### src/rtl/fadd_arb_pkg.sv
// Shared types and constants for the fadd issue arbiter.
package fadd_arb_pkg;

    localparam int FP_W     = 32;
    localparam int FADD_LAT = 3;
    // Tag id field is sized for the largest supported requester count (8).
    localparam int TAG_ID_W = 3;

    typedef enum logic [1:0] {
        IDLE,
        INFLIGHT,
        DONE
    } req_state_t;

    typedef struct packed {
        logic                valid;
        logic [TAG_ID_W-1:0] id;
    } tag_t;

    // Flip the sign bit: a - b is issued to the adder as a + (-b).
    function automatic logic [FP_W-1:0] fp_negate(input logic [FP_W-1:0] x);
        return {~x[FP_W-1], x[FP_W-2:0]};
    endfunction

endpackage

### src/rtl/fadd_issue_arbiter_rr_arbiter.sv
// Round-robin arbiter: one-hot grant among requesters, search starting
// just after the last granted id. The pointer resets to NREQ-1 so that
// requester 0 has first priority after reset.
module rr_arbiter #(
    parameter int NREQ = 2
) (
    input  logic                    clk,
    input  logic                    rstn,
    input  logic [NREQ-1:0]         req_i,
    output logic [NREQ-1:0]         gnt_o,
    output logic [$clog2(NREQ)-1:0] gnt_id_o,
    output logic                    gnt_any_o
);

    localparam int IDW = $clog2(NREQ);

    logic [IDW-1:0] ptr_q, ptr_d;

    // Scan offsets 1..NREQ from the pointer; first requesting slot wins.
    always_comb begin
        int idx;
        gnt_o     = '0;
        gnt_id_o  = '0;
        gnt_any_o = 1'b0;
        idx       = 0;
        for (int k = 1; k <= NREQ; k++) begin
            idx = int'(ptr_q) + k;
            if (idx >= NREQ) begin
                idx = idx - NREQ;
            end
            for (int i = 0; i < NREQ; i++) begin
                if (!gnt_any_o && (idx == i) && req_i[i]) begin
                    gnt_any_o = 1'b1;
                    gnt_o[i]  = 1'b1;
                    gnt_id_o  = IDW'(i);
                end
            end
        end
        ptr_d = gnt_any_o ? gnt_id_o : ptr_q;
    end

    // Pointer register: remembers the last granted requester.
    always_ff @(posedge clk or negedge rstn) begin
        if (!rstn) begin
            ptr_q <= IDW'(NREQ - 1);
        end else begin
            ptr_q <= ptr_d;
        end
    end

endmodule

### src/rtl/fadd_issue_arbiter.sv
// Shares one free-running pipelined fadd unit between NREQ requesters.
// Issues at most one op per cycle (round-robin), tracks in-flight ops in
// a private tag pipe and captures each result into the issuer's slot.
// Optional build macro: FADD_ARB_FSUB_EN adds req_op (1 = subtract).
//
// Per-requester FSM:
//   state    | meaning
//   IDLE     | no outstanding op; eligible when req_valid is high
//   INFLIGHT | op issued, result still travelling down the fadd pipe
//   DONE     | result held in rsp_data; waits for rsp_ack
module fadd_issue_arbiter
    import fadd_arb_pkg::*;
#(
    parameter int NREQ = 2,
    parameter int LAT  = FADD_LAT
) (
    input  logic                 clk,
    input  logic                 rstn,
    input  logic [NREQ-1:0]      req_valid,
    input  logic [NREQ*FP_W-1:0] req_a,
    input  logic [NREQ*FP_W-1:0] req_b,
`ifdef FADD_ARB_FSUB_EN
    input  logic [NREQ-1:0]      req_op,
`endif
    output logic [NREQ-1:0]      req_ready,
    output logic [NREQ-1:0]      rsp_valid,
    output logic [NREQ*FP_W-1:0] rsp_data,
    input  logic [NREQ-1:0]      rsp_ack,
    output logic [FP_W-1:0]      fadd_a,
    output logic [FP_W-1:0]      fadd_b,
    output logic                 fadd_en,
    input  logic [FP_W-1:0]      fadd_c,
    input  logic                 fadd_ready
);

    localparam int IDW = $clog2(NREQ);

    req_state_t       state_q [NREQ];
    req_state_t       state_d [NREQ];
    logic [FP_W-1:0]  data_q  [NREQ];
    tag_t             pipe_q  [LAT];
    tag_t             tail;

    logic [NREQ-1:0]  elig;
    logic [NREQ-1:0]  grant;
    logic [IDW-1:0]   grant_id;
    logic             grant_any;

    assign tail = pipe_q[LAT-1];

    // Only idle requesters compete; nothing is granted while reset is held.
    always_comb begin
        for (int i = 0; i < NREQ; i++) begin
            elig[i] = rstn && req_valid[i] && (state_q[i] == IDLE);
        end
    end

    rr_arbiter #(
        .NREQ (NREQ)
    ) u_rr (
        .clk       (clk),
        .rstn      (rstn),
        .req_i     (elig),
        .gnt_o     (grant),
        .gnt_id_o  (grant_id),
        .gnt_any_o (grant_any)
    );

    assign req_ready = grant;
    assign fadd_en   = grant_any;

    // Route the granted operands to the adder; zeros when idle.
    always_comb begin
        fadd_a = '0;
        fadd_b = '0;
        for (int i = 0; i < NREQ; i++) begin
            if (grant[i]) begin
                fadd_a = req_a[i*FP_W +: FP_W];
`ifdef FADD_ARB_FSUB_EN
                fadd_b = req_op[i] ? fp_negate(req_b[i*FP_W +: FP_W])
                                   : req_b[i*FP_W +: FP_W];
`else
                fadd_b = req_b[i*FP_W +: FP_W];
`endif
            end
        end
    end

    // Tag pipe mirrors the adder's depth so the tail names the result owner.
    always_ff @(posedge clk or negedge rstn) begin
        if (!rstn) begin
            for (int k = 0; k < LAT; k++) begin
                pipe_q[k] <= '0;
            end
        end else begin
            pipe_q[0] <= '{valid: grant_any, id: TAG_ID_W'(grant_id)};
            for (int k = 1; k < LAT; k++) begin
                pipe_q[k] <= pipe_q[k-1];
            end
        end
    end

    // Per-requester next-state logic.
    always_comb begin
        for (int i = 0; i < NREQ; i++) begin
            state_d[i] = state_q[i];
            case (state_q[i])
                IDLE: begin
                    if (grant[i]) begin
                        state_d[i] = INFLIGHT;
                    end
                end
                INFLIGHT: begin
                    if (tail.valid && (tail.id == TAG_ID_W'(i))) begin
                        state_d[i] = DONE;
                    end
                end
                DONE: begin
                    if (rsp_ack[i]) begin
                        state_d[i] = IDLE;
                    end
                end
                default: state_d[i] = IDLE;
            endcase
        end
    end

    // State registers and result capture from the pipe tail.
    always_ff @(posedge clk or negedge rstn) begin
        if (!rstn) begin
            for (int i = 0; i < NREQ; i++) begin
                state_q[i] <= IDLE;
                data_q[i]  <= '0;
            end
        end else begin
            for (int i = 0; i < NREQ; i++) begin
                state_q[i] <= state_d[i];
                if (tail.valid && (tail.id == TAG_ID_W'(i))) begin
                    data_q[i] <= fadd_c;
                end
            end
        end
    end

    // Flatten per-requester response state onto the output buses.
    always_comb begin
        for (int i = 0; i < NREQ; i++) begin
            rsp_valid[i]                = (state_q[i] == DONE);
            rsp_data[i*FP_W +: FP_W]    = data_q[i];
        end
    end

`ifndef SYNTHESIS
    logic [7:0] settle_q;

    // Once the pipe holds only post-reset issues, the adder's ready must
    // line up with our tail; earlier pulses may be leftovers from before reset.
    always_ff @(posedge clk or negedge rstn) begin
        if (!rstn) begin
            settle_q <= '0;
        end else if (settle_q != 8'(LAT)) begin
            settle_q <= settle_q + 8'd1;
        end else begin
            assert (tail.valid == fadd_ready);
        end
    end
`endif

endmodule

### config.mk
export PLATFORM = sky130hd
export DESIGN_NAME = fadd_issue_arbiter
export DESIGN_NICKNAME = d
export VERILOG_FILES = /design/src/rtl/fadd_arb_pkg.sv /design/src/rtl/fadd_issue_arbiter_rr_arbiter.sv /design/src/rtl/fadd_issue_arbiter.sv
export SDC_FILE = /design/constraint.sdc
export NUM_CORES = 1
export LEC_CHECK = 0
export CAP_MARGIN = 5
export CELL_PAD_IN_SITES_DETAIL_PLACEMENT = 1
export CELL_PAD_IN_SITES_GLOBAL_PLACEMENT = 2
export CORE_AREA = 3 3 147 149
export CTS_BUF_LIST = sky130_fd_sc_hd__clkbuf_8
export CTS_CLUSTER_SIZE = 20
export DETAILED_ROUTE_END_ITERATION = 8
export DIE_AREA = 0 0 150 152
export PLACE_DENSITY = 0.9
export SYNTH_ARGS = -nofsm -noshare
export SYNTH_HDL_FRONTEND = slang
export SYNTH_SLANG_ARGS = --single-unit
### constraint.sdc
create_clock -name clk -period 3.7 [get_ports clk]
set_input_delay 1.11 -clock clk [delete_from_list [all_inputs] [get_ports clk]]
set_output_delay 1.11 -clock clk [all_outputs]
set_load 0.005 [all_outputs]
==> reports/qor.yml <==
grt:
  grt_pass1_wl_um: 24800
  first_global_vias: 4451
  overflow: 0
  track_usage: 0.138
  grt_max_degree: 46
  antenna_found_initial: 0
critical_path:
  cp-start-kind: "input port"
  critPathMaxStageDelay_ps: 480
  worst_setup_path_end_kind: "output pin"
  cpMaxStageDelayCell: "or4b_4"
  required_ps: 2590
  cp_common_cell: "buf_12"
  worstPathArrival_ps: 2520
  critPathKind: "input port to output pin"
  crit_chain: "clkbuf_2 > or4b_4 > nand3_4 > buf_12 > buf_4 > buf_12 > o22ai_1 > dlygate4sd2_1"
  worstPathMaxFanout: 15
floorplanning:
  die_w_um: 150
  die_area_um2: 22800
  rows: 52
  start_util: 0.190
  core_area_um2: 20300
  dieHeight_um: 152
  pin_count: 300
timing:
  tightestPinTransition_ps: 658
  setup_viol: 0
  whs_ps: 352
  period_needed_ps: 3630
  finalHoldViolations: 0
  skew_ps: 8.18
  fmaxAchievable_mhz: 276
  fin_crit_sh: 0.981
  relSlewSlack: 0.560
  drv_slew: 0
clock_tree:
  cts.sink_count: 75
  clk_pin_slew_ps: 80
  h-tree-depth: 3
  ctsHoldBuffers: 0
  clock_latency_ps: 340
  clockRootBuffer: "clkbuf_8"
  numCtsBuffers: 9
  clk_path_buf_depth: 2
  cts_tree: "built"
hold_path:
  hold_class: "flop to flop"
final_layout:
  area_growth_pct: 96.8
  insertedDiodeCount: 0
  mostFrequentLayoutCell: "clkdlybuf4s50_1"
  nets: 871
  final_cell_mix: "clkdlybuf4s50_1 (229), nand2_1 (129), dfrtp_1 (74)"
  fill_cells: 2307
  final_cell_count_no_fill: 978
  drive_gt1_frac: 0.194
status:
  status: "complete, no violations"
synthesis:
  synth_top_area_frac: 0.481
  yosysUniqueCellTypes: 21
  yosysWarnings: 0
  synth_area_leaders: "dfrtp_1 (48%), mux2_2 (19%), nand2_1 (13%)"
  yosysTopAreaCell: "dfrtp_1"
  yosysSeqAreaShare: 0.488
  synth.avg_cell_area_um2: 9.75
  postSynthCellCount: 395
  synthesis.area_um2: 3850
  ys_seq_elements: 75
  syn_nets: 562
drt:
  first_pass_iters: 4
  wl_per_cell_um: 16.7
  wl_um: 16300
  num_vias: 4144
  avgViaCountPerCell: 4.24
  initialDrtViolationCount: 109
  remaining_drc_errors: 0
  drt.antenna.violating_nets: 0
placed_design:
  routabilityCongestion: 0.804
  placed_cells: 948
  dp_hpwl_um: 12500
  portBuffers: 298
job:
  maxCapViolations: 0
power_and_ir_drop:
  irDropWorstVdd_v: 0.000172
  p_leak_nw: 3.27
  powerDensity_nw_per_um2: 578
-- sequential cells by signal, summed over array words and instances, names as in the netlist --
name and cells:
pipe_q 6, state_q 4, rsp_data 64, u_rr.ptr_q 1
-- where the power goes --
group          switching, mW  internal, mW  leakage, nW
clock network          0.289         0.324        0.102
registers              0.206          1.21        0.887
logic                  0.810          1.54         2.28
-- logic make-up (layout without fill, tap and decap cells) --
kind of cell,Yosys count,in the layout,synth area share
mux,64,64,0.187
flops,75,75,0.488
buf+inv,39,352,0.0569
compound gates,71,71,0.115
simple gates,146,146,0.153
-- final timing paths --
check | start | end | slack (ps) | cells past startpoint
setup / recovery | req_valid[1] | fadd_a[9] | 70 | 8
hold / removal | pipe_q[4]$_DFF_PN0_ | pipe_q[0]$_DFF_PN0_ | 350 | 0
setup reg to reg | state_q[1]$_DFFE_PN0P_ | state_q[2]$_DFFE_PN0P_ | 1780 | 9
hold reg to reg | pipe_q[4]$_DFF_PN0_ | pipe_q[0]$_DFF_PN0_ | 350 | 0
max in group asynchronous | rstn | u_rr.ptr_q$_DFFE_PN1P_ | 2330 | 3
min in group asynchronous | rstn | rsp_data[21]$_DFFE_PN0P_ | 950 | 2
-- layout make-up --
type	instances	area, µm²	share of cell area
Clock buffer	10	138	0.0182
Clock inverter	5	53.8	0.00710
Multi-Input combinational cell	281	1810	0.238
Sequential cell	75	1880	0.248
Tap cell	270	338	0.0446
Timing Repair Buffer	334	3350	0.442
Inverter	3	11.3	0.00149
-- critical path, delay by kind of cell --
| family | cells | cell delay [ps] |
|---|---|---|
| simple gates | 2 | 610 |
| compound gates | 1 | 80 |
| buf+inv | 5 | 730 |
-- per-layer routing --
metal  wire (µm)  global-route usage  vias up  part of all wire
met4         119              0.0257        0            0.0073
met2        8280               0.251      188              0.51
li1            -                   -     1989                 -
met3        1450              0.0489        9             0.089
met1        6430               0.156     1958              0.39
met5           0                   0        -                 0
-- synthesized netlist by cell type --
cell type / number
o21ai_0: 1
buf_1: 2
nand2_1: 129
or4b_1: 1
a21oi_1: 3
dfrtp_1: 74
nor4bb_1: 1
buf_2: 10
o2bb2ai_1: 2
o22ai_1: 64
nand3_2: 1
buf_6: 8
nor3b_1: 1
inv_1: 3
clkbuf_1: 16
nor2b_1: 2
mux2_2: 64
nor2_1: 5
nand2b_1: 6
dfstp_2: 1
o21ai_1: 1
-- what timing repair did --
action / CTS / global route
setup buffers: 12 / 1
setup endpoints to repair: 67 / 60
resized for setup: 145 / 5
pin swaps: 1 / 1
gates cloned: 3 / 0
endpoints found under the hold margin: 0 / 0
-- through the flow --
| stage | util | cell area, µm² | setup TNS [ps] | power (mW) | worst slack [ps] |
|---|---|---|---|---|---|
| floorplan | - | 3850 | 0 | 2.21 | 577 |
| global placement | 0.355 | 7200 | -29010 | 3.60 | -506 |
| detailed placement | 0.355 | 7200 | -30110 | 3.67 | -519 |
| CTS | 0.373 | 7580 | 0 | 4.46 | 1.08 |
| global route | 0.373 | 7580 | -3.23 | 4.69 | -3.23 |
| finish | 0.373 | 7580 | 0 | 4.38 | 70.9 |
(Power assumes the default switching activity.)
